`src/rtl/half_layer2_sequencer.sv`:
```
// half_layer2_sequencer: control FSM for the half-precision output layer.
// Loads W2/b2 from a 1-cycle-latency parameter memory, streams a captured
// hidden vector into the layer, waits for the softmax vector and scans it
// for the winning class.
// Ports:
//   clk, rstn                      clock, async active-low reset
//   cmd_load, cmd_predict          command pulses (accepted in IDLE only)
//   x_vec                          hidden vector, sampled on accepted predict
//   mem_rd_en, mem_addr, mem_rdata parameter-memory read port
//   load_W2, load_b2               to layer: parameter beat strobes
//   neuron_data_out                to layer: mem_rdata passed straight through
//   layer_in_valid, x_out          to layer: x beat stream
//   layer_out_valid, layer_y       from layer: softmax done pulse and vector
//   busy, weights_loaded           status
//   result_valid, result_class,
//   result_prob, err               result pulse/values, error pulse
module half_layer2_sequencer #(
    parameter int unsigned LAYER2_NEURONS = 10,
    parameter int unsigned OUTPUT_NODES   = 10,
    parameter int unsigned MULTS          = 1,
    parameter int unsigned ADDR_W         = 12,
    parameter int unsigned TIMEOUT        = 4096
) (
    input  logic                               clk,
    input  logic                               rstn,
    input  logic                               cmd_load,
    input  logic                               cmd_predict,
    input  logic [16*LAYER2_NEURONS-1:0]       x_vec,
    output logic                               mem_rd_en,
    output logic [ADDR_W-1:0]                  mem_addr,
    input  logic [16*MULTS-1:0]                mem_rdata,
    output logic                               load_W2,
    output logic                               load_b2,
    output logic                               layer_in_valid,
    output logic [16*MULTS-1:0]                neuron_data_out,
    output logic [16*MULTS-1:0]                x_out,
    input  logic                               layer_out_valid,
    input  logic [16*OUTPUT_NODES-1:0]         layer_y,
    output logic                               busy,
    output logic                               weights_loaded,
    output logic                               result_valid,
    output logic [$clog2(OUTPUT_NODES)-1:0]    result_class,
    output logic [15:0]                        result_prob,
    output logic                               err
);

    localparam int unsigned X_BEATS = LAYER2_NEURONS / MULTS;
    localparam int unsigned W_BEATS = OUTPUT_NODES * X_BEATS;
    localparam int unsigned LANE_W  = 16 * MULTS;
    localparam int unsigned XB_W    = (X_BEATS > 1) ? $clog2(X_BEATS) : 1;
    localparam int unsigned CLS_W   = $clog2(OUTPUT_NODES);
    localparam int unsigned TMO_W   = $clog2(TIMEOUT + 1);

    typedef enum logic [2:0] {
        IDLE, LOAD_W, LOAD_B, LOAD_END, STREAM_X, WAIT_Y, ARGMAX, DONE
    } state_t;

    state_t                       state_q, state_d;
    logic                         mem_rd_en_q, mem_rd_en_d;
    logic [ADDR_W-1:0]            mem_addr_q, mem_addr_d;
    logic                         load_w2_q, load_w2_d;
    logic                         load_b2_q, load_b2_d;
    logic                         layer_in_valid_q, layer_in_valid_d;
    logic [LANE_W-1:0]            x_out_q, x_out_d;
    logic [16*LAYER2_NEURONS-1:0] x_reg_q, x_reg_d;
    logic [XB_W-1:0]              beat_q, beat_d;
    logic [TMO_W-1:0]             tmo_q, tmo_d;
    logic [16*OUTPUT_NODES-1:0]   y_reg_q, y_reg_d;
    logic [CLS_W-1:0]             idx_q, idx_d;
    logic [CLS_W-1:0]             best_idx_q, best_idx_d;
    logic [15:0]                  best_val_q, best_val_d;
    logic                         busy_q, busy_d;
    logic                         weights_loaded_q, weights_loaded_d;
    logic                         result_valid_q, result_valid_d;
    logic [CLS_W-1:0]             result_class_q, result_class_d;
    logic [15:0]                  result_prob_q, result_prob_d;
    logic                         err_q, err_d;
    logic [15:0]                  cand;

    // Ordering on bits[14:0]; NaN loses to everything, strict greater-than keeps ties on the lower index.
    function automatic logic ranks_above(input logic [15:0] a, input logic [15:0] b);
        logic a_nan;
        logic b_nan;
        a_nan = (a[14:10] == 5'h1F) && (a[9:0] != 10'd0);
        b_nan = (b[14:10] == 5'h1F) && (b[9:0] != 10'd0);
        return !a_nan && (b_nan || (a[14:0] > b[14:0]));
    endfunction

    // Next-state and next-output logic.
    always_comb begin
        state_d          = state_q;
        mem_addr_d       = '0;
        x_reg_d          = x_reg_q;
        beat_d           = '0;
        tmo_d            = '0;
        y_reg_d          = y_reg_q;
        idx_d            = '0;
        best_idx_d       = best_idx_q;
        best_val_d       = best_val_q;
        weights_loaded_d = weights_loaded_q;
        result_valid_d   = 1'b0;
        result_class_d   = result_class_q;
        result_prob_d    = result_prob_q;
        err_d            = 1'b0;
        cand             = '0;

        unique case (state_q)
            IDLE: begin
                if (cmd_load) begin
                    state_d          = LOAD_W;
                    weights_loaded_d = 1'b0;
                end else if (cmd_predict) begin
                    if (weights_loaded_q) begin
                        x_reg_d = x_vec;
                        state_d = STREAM_X;
                    end else begin
                        err_d = 1'b1;
                    end
                end
            end
            LOAD_W: begin
                if (mem_addr_q == ADDR_W'(W_BEATS - 1)) begin
                    state_d    = LOAD_B;
                    mem_addr_d = ADDR_W'(W_BEATS);
                end else begin
                    mem_addr_d = mem_addr_q + ADDR_W'(1);
                end
            end
            LOAD_B: begin
                if (mem_addr_q == ADDR_W'(W_BEATS + OUTPUT_NODES - 1)) begin
                    state_d = LOAD_END;
                end else begin
                    mem_addr_d = mem_addr_q + ADDR_W'(1);
                end
            end
            LOAD_END: begin
                weights_loaded_d = 1'b1;
                state_d          = IDLE;
            end
            STREAM_X: begin
                if (beat_q == XB_W'(X_BEATS - 1)) begin
                    state_d = WAIT_Y;
                end else begin
                    beat_d = beat_q + XB_W'(1);
                end
            end
            WAIT_Y: begin
                if (layer_out_valid) begin
                    y_reg_d = layer_y;
                    state_d = ARGMAX;
                end else if (tmo_q == TMO_W'(TIMEOUT - 1)) begin
                    err_d   = 1'b1;
                    state_d = IDLE;
                end else begin
                    tmo_d = tmo_q + TMO_W'(1);
                end
            end
            ARGMAX: begin
                cand = y_reg_q[16*32'(idx_q) +: 16];
                if ((idx_q == '0) || ranks_above(cand, best_val_q)) begin
                    best_idx_d = idx_q;
                    best_val_d = cand;
                end
                if (idx_q == CLS_W'(OUTPUT_NODES - 1)) begin
                    state_d        = DONE;
                    result_valid_d = 1'b1;
                    result_class_d = best_idx_d;
                    result_prob_d  = best_val_d;
                end else begin
                    idx_d = idx_q + CLS_W'(1);
                end
            end
            DONE: begin
                state_d = IDLE;
            end
            default: begin
                state_d = IDLE;
            end
        endcase

        // Read strobe/address and x beat registered with the state they belong to.
        mem_rd_en_d      = (state_d == LOAD_W) || (state_d == LOAD_B);
        // Load strobes trail the read phase by one cycle to line up with mem_rdata.
        load_w2_d        = (state_q == LOAD_W);
        load_b2_d        = (state_q == LOAD_B);
        layer_in_valid_d = (state_d == STREAM_X);
        x_out_d          = layer_in_valid_d ? x_reg_d[LANE_W*32'(beat_d) +: LANE_W] : '0;
        busy_d           = (state_d != IDLE);
    end

    // State and output registers.
    always_ff @(posedge clk or negedge rstn) begin
        if (!rstn) begin
            state_q          <= IDLE;
            mem_rd_en_q      <= 1'b0;
            mem_addr_q       <= '0;
            load_w2_q        <= 1'b0;
            load_b2_q        <= 1'b0;
            layer_in_valid_q <= 1'b0;
            x_out_q          <= '0;
            x_reg_q          <= '0;
            beat_q           <= '0;
            tmo_q            <= '0;
            y_reg_q          <= '0;
            idx_q            <= '0;
            best_idx_q       <= '0;
            best_val_q       <= '0;
            busy_q           <= 1'b0;
            weights_loaded_q <= 1'b0;
            result_valid_q   <= 1'b0;
            result_class_q   <= '0;
            result_prob_q    <= '0;
            err_q            <= 1'b0;
        end else begin
            state_q          <= state_d;
            mem_rd_en_q      <= mem_rd_en_d;
            mem_addr_q       <= mem_addr_d;
            load_w2_q        <= load_w2_d;
            load_b2_q        <= load_b2_d;
            layer_in_valid_q <= layer_in_valid_d;
            x_out_q          <= x_out_d;
            x_reg_q          <= x_reg_d;
            beat_q           <= beat_d;
            tmo_q            <= tmo_d;
            y_reg_q          <= y_reg_d;
            idx_q            <= idx_d;
            best_idx_q       <= best_idx_d;
            best_val_q       <= best_val_d;
            busy_q           <= busy_d;
            weights_loaded_q <= weights_loaded_d;
            result_valid_q   <= result_valid_d;
            result_class_q   <= result_class_d;
            result_prob_q    <= result_prob_d;
            err_q            <= err_d;
        end
    end

    assign mem_rd_en       = mem_rd_en_q;
    assign mem_addr        = mem_addr_q;
    assign load_W2         = load_w2_q;
    assign load_b2         = load_b2_q;
    assign layer_in_valid  = layer_in_valid_q;
    assign neuron_data_out = mem_rdata;
    assign x_out           = x_out_q;
    assign busy            = busy_q;
    assign weights_loaded  = weights_loaded_q;
    assign result_valid    = result_valid_q;
    assign result_class    = result_class_q;
    assign result_prob     = result_prob_q;
    assign err             = err_q;

endmodule
```
`config.mk`:
```
export PLATFORM = sky130hd
export DESIGN_NAME = half_layer2_sequencer
export DESIGN_NICKNAME = d
export VERILOG_FILES = /design/src/rtl/half_layer2_sequencer.sv
export SDC_FILE = /design/constraint.sdc
export NUM_CORES = 1
export LEC_CHECK = 0
export CAP_MARGIN = 40
export CORE_AREA = 4 4 284 286
export CTS_CLUSTER_SIZE = 25
export DETAILED_ROUTE_END_ITERATION = 8
export DIE_AREA = 0 0 288 290
export PLACE_DENSITY = 0.53
export RECOVER_POWER = 100
export SLEW_MARGIN = 20
export SYNTH_ARGS = -nofsm -noshare
export SYNTH_HDL_FRONTEND = slang
export SYNTH_SLANG_ARGS = --single-unit
```
`constraint.sdc`:
```
create_clock -name clk -period 4.4 [get_ports clk]
set_input_delay 0.66 -clock clk [delete_from_list [all_inputs] [get_ports clk]]
set_output_delay 0.66 -clock clk [all_outputs]
set_load 0.02 [all_outputs]
```
==> flow_metrics.tcl <==
set metrics [dict create \
    setup_viol 0 \
    synth_area_per_cell_um2 13.6 \
    route.vias.total 13004 \
    ant_nets 0 \
    synthAdderAreaFrac_pct 1.48 \
    async_reset_ff_share_pct 100 \
    hold_viol 0 \
    syn_to_final_growth_pct 34.8 \
    numCtsBuffers 52 \
    avgViaCountPerCell 4.49 \
    cp_slowest_stage_delay_ps 730 \
    synth_compound_area_share_pct 4.24 \
    crit_slowest_cell "dfrtp_4" \
    rsz0062_at_grt "false" \
    path_cells "buf_4 -> mux4_2 -> o22ai_1 -> o32ai_2 -> inv_1 -> ha_1 -> inv_1 -> a21o_1 -> a21oi_1 -> o311ai_0 -> o31ai_1 -> a32oi_2 -> o21ai_4 -> buf_12 -> mux2_2" \
    grt_start_max_net_pins 111 \
    clock_latency_ps 590 \
    cts_tree "done" \
    synthDistinctLibCells 51 \
    port_buffers 380 \
    worstPathArrival_ps 4560 \
    drive_above_1_share_pct 28.5 \
    drc 0 \
    synth_edf_count 0 \
    grt-ovfl-total 0 \
    crit_required_ps 4860 \
    ys_seq_area_share_pct 54.1 \
    coreArea_um2 78400 \
    violations "capacitance limit, slew limit" \
    tns_ps 0 \
    die-width_um 288 \
    ctsLongestPathBuffers 3 \
    synth-xor-area-share_pct 0.992 \
    cp-start-kind "flip-flop" \
    maxSlewHeadroom_pct -109 \
    synth-simple-area-share_pct 5.07 \
    synth_fp_nets 1790 \
    io_pins 413 \
    power_density_nw_per_um2 341 \
    drt-initial-drc-count 541 \
    drv_cap 2 \
    clkTransAtPathRegs_ps 60 \
    fin_skew_ps 17.0 \
    firstDrtPassIters 5 \
    post_cts_buffers 0 \
    antenna_found_initial 19 \
    slew_viol_final 146 \
    max-vdd-ir-drop_mv 0.404 \
    cpMostUsedCell "inv_1" \
    initial_core_util_pct 24.8 \
    critPathKind "flip-flop to flip-flop" \
    routabilityCongestion 0.913 \
    nNetsFinal 2164 \
    nFillCells 7766 \
    clock.fmax_mhz 244 \
    syn_inst 1426 \
    leakage_nw 12.2 \
    power_mw 8.93 \
    end_kind "flip-flop" \
    synth_area_um2 19400 \
    fin_crit_ps 4100 \
    yosys_warnings 0 \
    dp_hpwl_mm 45.9 \
    grt_use_total_pct 14.5 \
    die-area_um2 83500 \
    htreeDepth 2 \
    synth_top_flop_cell "dfrtp_1" \
    synth-seq-cells 420 \
    std_cell_rows 103 \
    wl_mm 61.9 \
    cts_root_buffer "clkbuf_16" \
    grt_pass1_vias 14507 \
    die_h_um 290 \
    tightest_slew_ps 3140 \
    min_period_over_period_pct 93.2 \
    outcome "finished with violations" \
    muxShareOfSynthArea_pct 30.9 \
    hold_path_class "flip-flop to flip-flop" \
    crit_fanout 24 \
    synth_top_family_by_area "multiplexers" \
    wire_per_inst_um 21.4 \
    grt_pass1_wl_mm 93.2 \
    clock-sinks 420 \
]
## Yosys cell counts, types with 4 or more instances
library cell  number  area share, %
o22a_1             8           0.36
or3_1             10           0.32
and3_1             9           0.29
xor2_1            13           0.59
nand4_1            9           0.29
mux2_2           416             24
nand2b_1           5           0.16
nor2b_1            6           0.19
a22oi_1           19           0.73
a31oi_1           14           0.45
xnor2_1            9           0.41
buf_4             22           0.85
a21o_1             8           0.31
buf_2             12           0.31
nor4_1             6           0.19
dfrtp_1          420             54
nand3_1           17           0.44
o21ai_0           19           0.49
clkbuf_1          49           0.95
mux2_4            10           0.77
ha_1              23            1.5
buf_6              6           0.35
nor3_1             8           0.21
inv_1             30           0.58
nand2_1           40           0.77
a21oi_1           14           0.36
o211ai_1           4           0.15
o22ai_1           24           0.77
nand3b_1           4           0.15
mux2i_1           52            2.7
buf_1              8           0.15
o21ai_1            5           0.13
nor2_1            77            1.5
mux4_2            28            3.2
## logic make-up after synthesis
logic type / after synthesis
buffers and inverters: 127
flip-flops: 420
AND/OR/NAND/NOR: 203
multiplexers: 507
adder cells (fa/ha/maj): 23
XOR/XNOR: 22
AO/OA/AOI/OAI: 124
## registers in the layout, summed over array words and instances (netlist names), 4 cells and up
signal and flops:
result_class 4, mem_addr 12, beat_q 4, best_idx_q 4, y_reg_q 160, x_out 16, best_val_q 16, result_prob 16
tmo_q 13, idx_q 4, x_reg_q 160
## placed cells by master, fill, tap and decap left out, types with 5 or more instances in the layout
| cell | Yosys | layout |
|---|---|---|
| dfrtp_1 | 420 | 419 |
| mux2_2 | 416 | 367 |
| clkdlybuf4s50_1 | 0 | 323 |
| nor2_1 | 77 | 75 |
| mux2_1 | 1 | 56 |
| dlygate4sd3_1 | 0 | 56 |
| mux2i_1 | 52 | 52 |
| clkbuf_16 | 0 | 52 |
| nand2_1 | 40 | 40 |
| inv_1 | 30 | 30 |
| mux4_2 | 28 | 28 |
| o22ai_1 | 24 | 24 |
| ha_1 | 23 | 23 |
| o21ai_0 | 19 | 21 |
| clkbuf_1 | 49 | 20 |
| a22oi_1 | 19 | 19 |
| nand3_1 | 17 | 17 |
| buf_4 | 22 | 15 |
| a21oi_1 | 14 | 14 |
| a31oi_1 | 14 | 14 |
| xor2_1 | 13 | 13 |
| clkbuf_8 | 0 | 13 |
| or3_1 | 10 | 10 |
| buf_12 | 0 | 10 |
| nand4_1 | 9 | 9 |
| xnor2_1 | 9 | 9 |
| and3_1 | 9 | 9 |
| a21o_1 | 8 | 8 |
| o22a_1 | 8 | 8 |
| nor4_1 | 6 | 7 |
| nor3_1 | 8 | 7 |
| nor2b_1 | 6 | 6 |
| clkinv_2 | 0 | 6 |
| diode_2 | 0 | 5 |
| nand2b_1 | 5 | 5 |
| bufinv_16 | 0 | 5 |
## critical path, delay by kind of cell, from the launching register on
family | cells | cell delay (ps)
flops | 1 | 730
compound gates | 8 | 1530
buf+inv | 4 | 680
mux | 2 | 900
fa+ha+maj | 1 | 140
## metrics by stage
stage | hold slack [ps] | worst slack (ps) | instances | utilization [%] | cell area (um^2)
5_1_grt | 495 | 71.2 | 2892 | 33.4 | 26200
3_5_place_dp | 478 | 281 | 2796 | 31.3 | 24500
6_report | 487 | 300 | 2897 | 33.4 | 26200
2_1_floorplan | 364 | 753 | 1426 | - | 19400
3_3_place_gp | 461 | 256 | 2795 | 31.3 | 24500
4_1_cts | 175 | 276 | 2892 | 33.5 | 26300
## repair_timing
action / in CTS / in global routing
setup endpoints to repair: 0 / 3
gates resized for setup: 0 / 1
hold buffers: 0 / 0
## power by group
group | total (mW) | internal, mW | switching [mW]
combinational | 0.595 | 0.328 | 0.266
sequential | 3.93 | 3.90 | 0.0323
clock | 4.41 | 2.69 | 1.71
total | 8.93 | 6.92 | 2.01
## path summary, 6_finish.rpt
kind                                start             end  slack, ps  cells after the start
max                              idx_q[0]  best_val_q[15]        300                     15
min in group asynchronous            rstn     y_reg_q[15]       1080                      1
min reg2reg                result_prob[9]  result_prob[9]        490                      2
max reg2reg                      idx_q[0]  best_val_q[15]        300                     15
max in group asynchronous            rstn     y_reg_q[57]       1170                      2
min                        result_prob[9]  result_prob[9]        490                      2
## final cells by class
type | instances | area (um^2) | area share (%)
flip-flops and latches | 420 | 10500 | 40.2
multi-input cells | 879 | 8280 | 31.6
repair buffers | 417 | 4170 | 15.9
clock buffers | 78 | 1530 | 5.84
well taps | 1050 | 1310 | 5.02
clock inverters | 18 | 245 | 0.937
inverters | 30 | 113 | 0.430
diodes | 5 | 12.5 | 0.0478
## routing by layer
| layer | global-route usage [%] | vias to the layer above | routed length, um |
|---|---|---|---|
| met5 | 0 | - | 155 |
| met3 | 5.36 | 122 | 5300 |
| li1 | - | 5884 | - |
| met4 | 4.06 | 24 | 1690 |
| met2 | 24.4 | 381 | 29900 |
| met1 | 17.5 | 6593 | 24800 |
No activity file was read; power rests on OpenSTA's default activity.
==> variant, RTL diff (config.mk and constraints unchanged) <==
Set the parameter `LAYER2_NEURONS` to 12 (it was 10).
--- a/src/rtl/half_layer2_sequencer.sv
+++ b/src/rtl/half_layer2_sequencer.sv
@@ -15,7 +15,7 @@
 //   result_valid, result_class,
 //   result_prob, err               result pulse/values, error pulse
 module half_layer2_sequencer #(
-    parameter int unsigned LAYER2_NEURONS = 10,
+    parameter int unsigned LAYER2_NEURONS = 12,
     parameter int unsigned OUTPUT_NODES   = 10,
     parameter int unsigned MULTS          = 1,
     parameter int unsigned ADDR_W         = 12,
Interface: changed (resized x_vec); port bits go from 413 to 445. The function was not compared with the original's and may differ.
==> variant against the original RTL <==
The flow still finishes with violations (max-capacitance violations, max-slew violations). Non-clock buffer count is 49 higher. Worst setup slack better by 41 ps. Critical path depth down 2. Global-route usage rose by 2.3 points. Cell area up 8.6%. Critical path type unchanged. Count of clock-buffer cells in the layout decreased by 4. Synthesized area is 9.9% higher. Routed wire length rose by 17%. Via count up 26%. Sequential cell count up 32.
Power is not compared: it rests on default switching activity, and its combinational part moved more than twofold at a synthesized area within 25%.
==> variant: results (changes against the original RTL) <==
{| class="wikitable"
! Metric !! Value
|-
| Result of the run || complete, but fails checks
|-
| Violations in the final reports || max-capacitance violations, max-slew violations
|-
| Post-Synth XOR/XNOR Area || 0.9438% (-0.049 points)
|-
| Sum of routed wire segments on met1 || 30,720 um (+24%)
|-
| Post-synthesis share of cell area spent on full adders, half adders and majority gates || 1.290% (-0.19 points)
|-
| Cell area after placement || 26,600 sq um (+8.6%)
|-
| Largest stage delay on the critical path || 670 ps (-60 ps)
|-
| Final layout net count || 2,781 (+29%)
|-
| Registers with the highest flip-flop counts || x_reg_q (192), y_reg_q (160)
|-
| Worst slew margin relative to its limit || -56.84% (+53 points)
|-
| Share of the yosys chip area belonging to registers || 53.00% (-1.1 points)
|-
| Met1 Use GR || 21.69% (+4.2 points)
|-
| Antenna violations before repair || 12 (-7)
|-
| Worst slack at placement || 256.4 ps (-25.01 ps)
|-
| Number of sequential storage elements || 452 (+7.6%)
|-
| Detail Route met2 WL || 35,400 um (+18%)
|-
| Layout cell share with drive strength beyond 1 || 15.27% (-13 points)
|-
| Max stage delay cell, worst path || sky130_fd_sc_hd__dfrtp_1
|-
| Initial DRC count || 1,028 (+90%)
|-
| Routed length per placed instance || 20.69 um (-3.2%)
|-
| Commonest cells in the netlist || 568 x sky130_fd_sc_hd__nand2_1, 452 x sky130_fd_sc_hd__dfrtp_1, 194 x sky130_fd_sc_hd__mux2_2
|-
| Final-layout non-clock buffer area share || 16.29% (+0.36 points)
|-
| Layout Cell Area excl Fill || 28,420 sq um (+8.6%)
|-
| Max-slew violations || 235 (+61%)
|-
| Count of inverters other than clock inverters in the layout || 31 (+3.3%)
|-
| Proportion of synthesized area in mux cells || 18.74% (-12 points)
|-
| Syn Area/Cell || 10.63 sq um (-22%)
|-
| Cell total after placement || 3,371 (+21%)
|-
| Synthesized netlist net count || 2,402 (+34%)
|-
| Count of inserted antenna diode cells || 7 (+2)
|-
| Fraction of the mapped netlist area in compound gates || 7.058% (+2.8 points)
|-
| Maximum capacitance violations || 4 (+2)
|-
| Global placer's final weighted congestion || 0.8726 (-4.4%)
|-
| GRT Total Usage || 16.77% (+2.3 points)
|-
| Filler-free cell count of the finished design || 3,486 (+20%)
|-
| Wire length of the first global-routing pass || 107,900 um (+16%)
|-
| Vias in the first global route || 17.38k (+20%)
|-
| Cells taking the most area after synthesis || sky130_fd_sc_hd__dfrtp_1 53%, sky130_fd_sc_hd__mux2_2 10%, sky130_fd_sc_hd__nand2_1 10%
|-
| Met3 demand-to-capacity share in global routing || 3.661% (-1.7 points)
|-
| Post-CTS Hold Buffers || 1 (+1)
|-
| CTS Buf Count || 54 (+3.8%)
|-
| Portion of the layout cell area used by clock cells || 6.489% (-0.29 points)
|-
| GR Layer Usage met2 || 28.61% (+4.2 points)
|-
| Final Skew || 47.58 ps (+30.61 ps)
|-
| Number of clock buffers in the layout || 74 (-5.1%)
|}
variant: cell types whose count changed after synthesis, sizes merged, moves of 30 or more:
cell	before	now
mux2i	52	101
a311oi	0	36
dfrtp	420	452
mux2	427	206
clkbuf	49	82
o211ai	4	34
nand2	40	568
variant: path summary, 6_finish.rpt:
kind	cells past startpoint	slack (ps)	start	to
max in group asynchronous	4	680	rstn	y_reg_q[54]$_DFFE_PN0P_
worst max register to register	13	340	idx_q[1]$_DFF_PN0_	best_val_q[14]$_DFFE_PN0P_
worst min-delay path	2	470	x_reg_q[162]$_DFF_PN0_	x_reg_q[162]$_DFF_PN0_
worst min register to register	2	470	x_reg_q[162]$_DFF_PN0_	x_reg_q[162]$_DFF_PN0_
min in group asynchronous	2	1130	rstn	result_prob[15]$_DFFE_PN0P_
worst max-delay path	13	340	idx_q[1]$_DFF_PN0_	best_val_q[14]$_DFFE_PN0P_
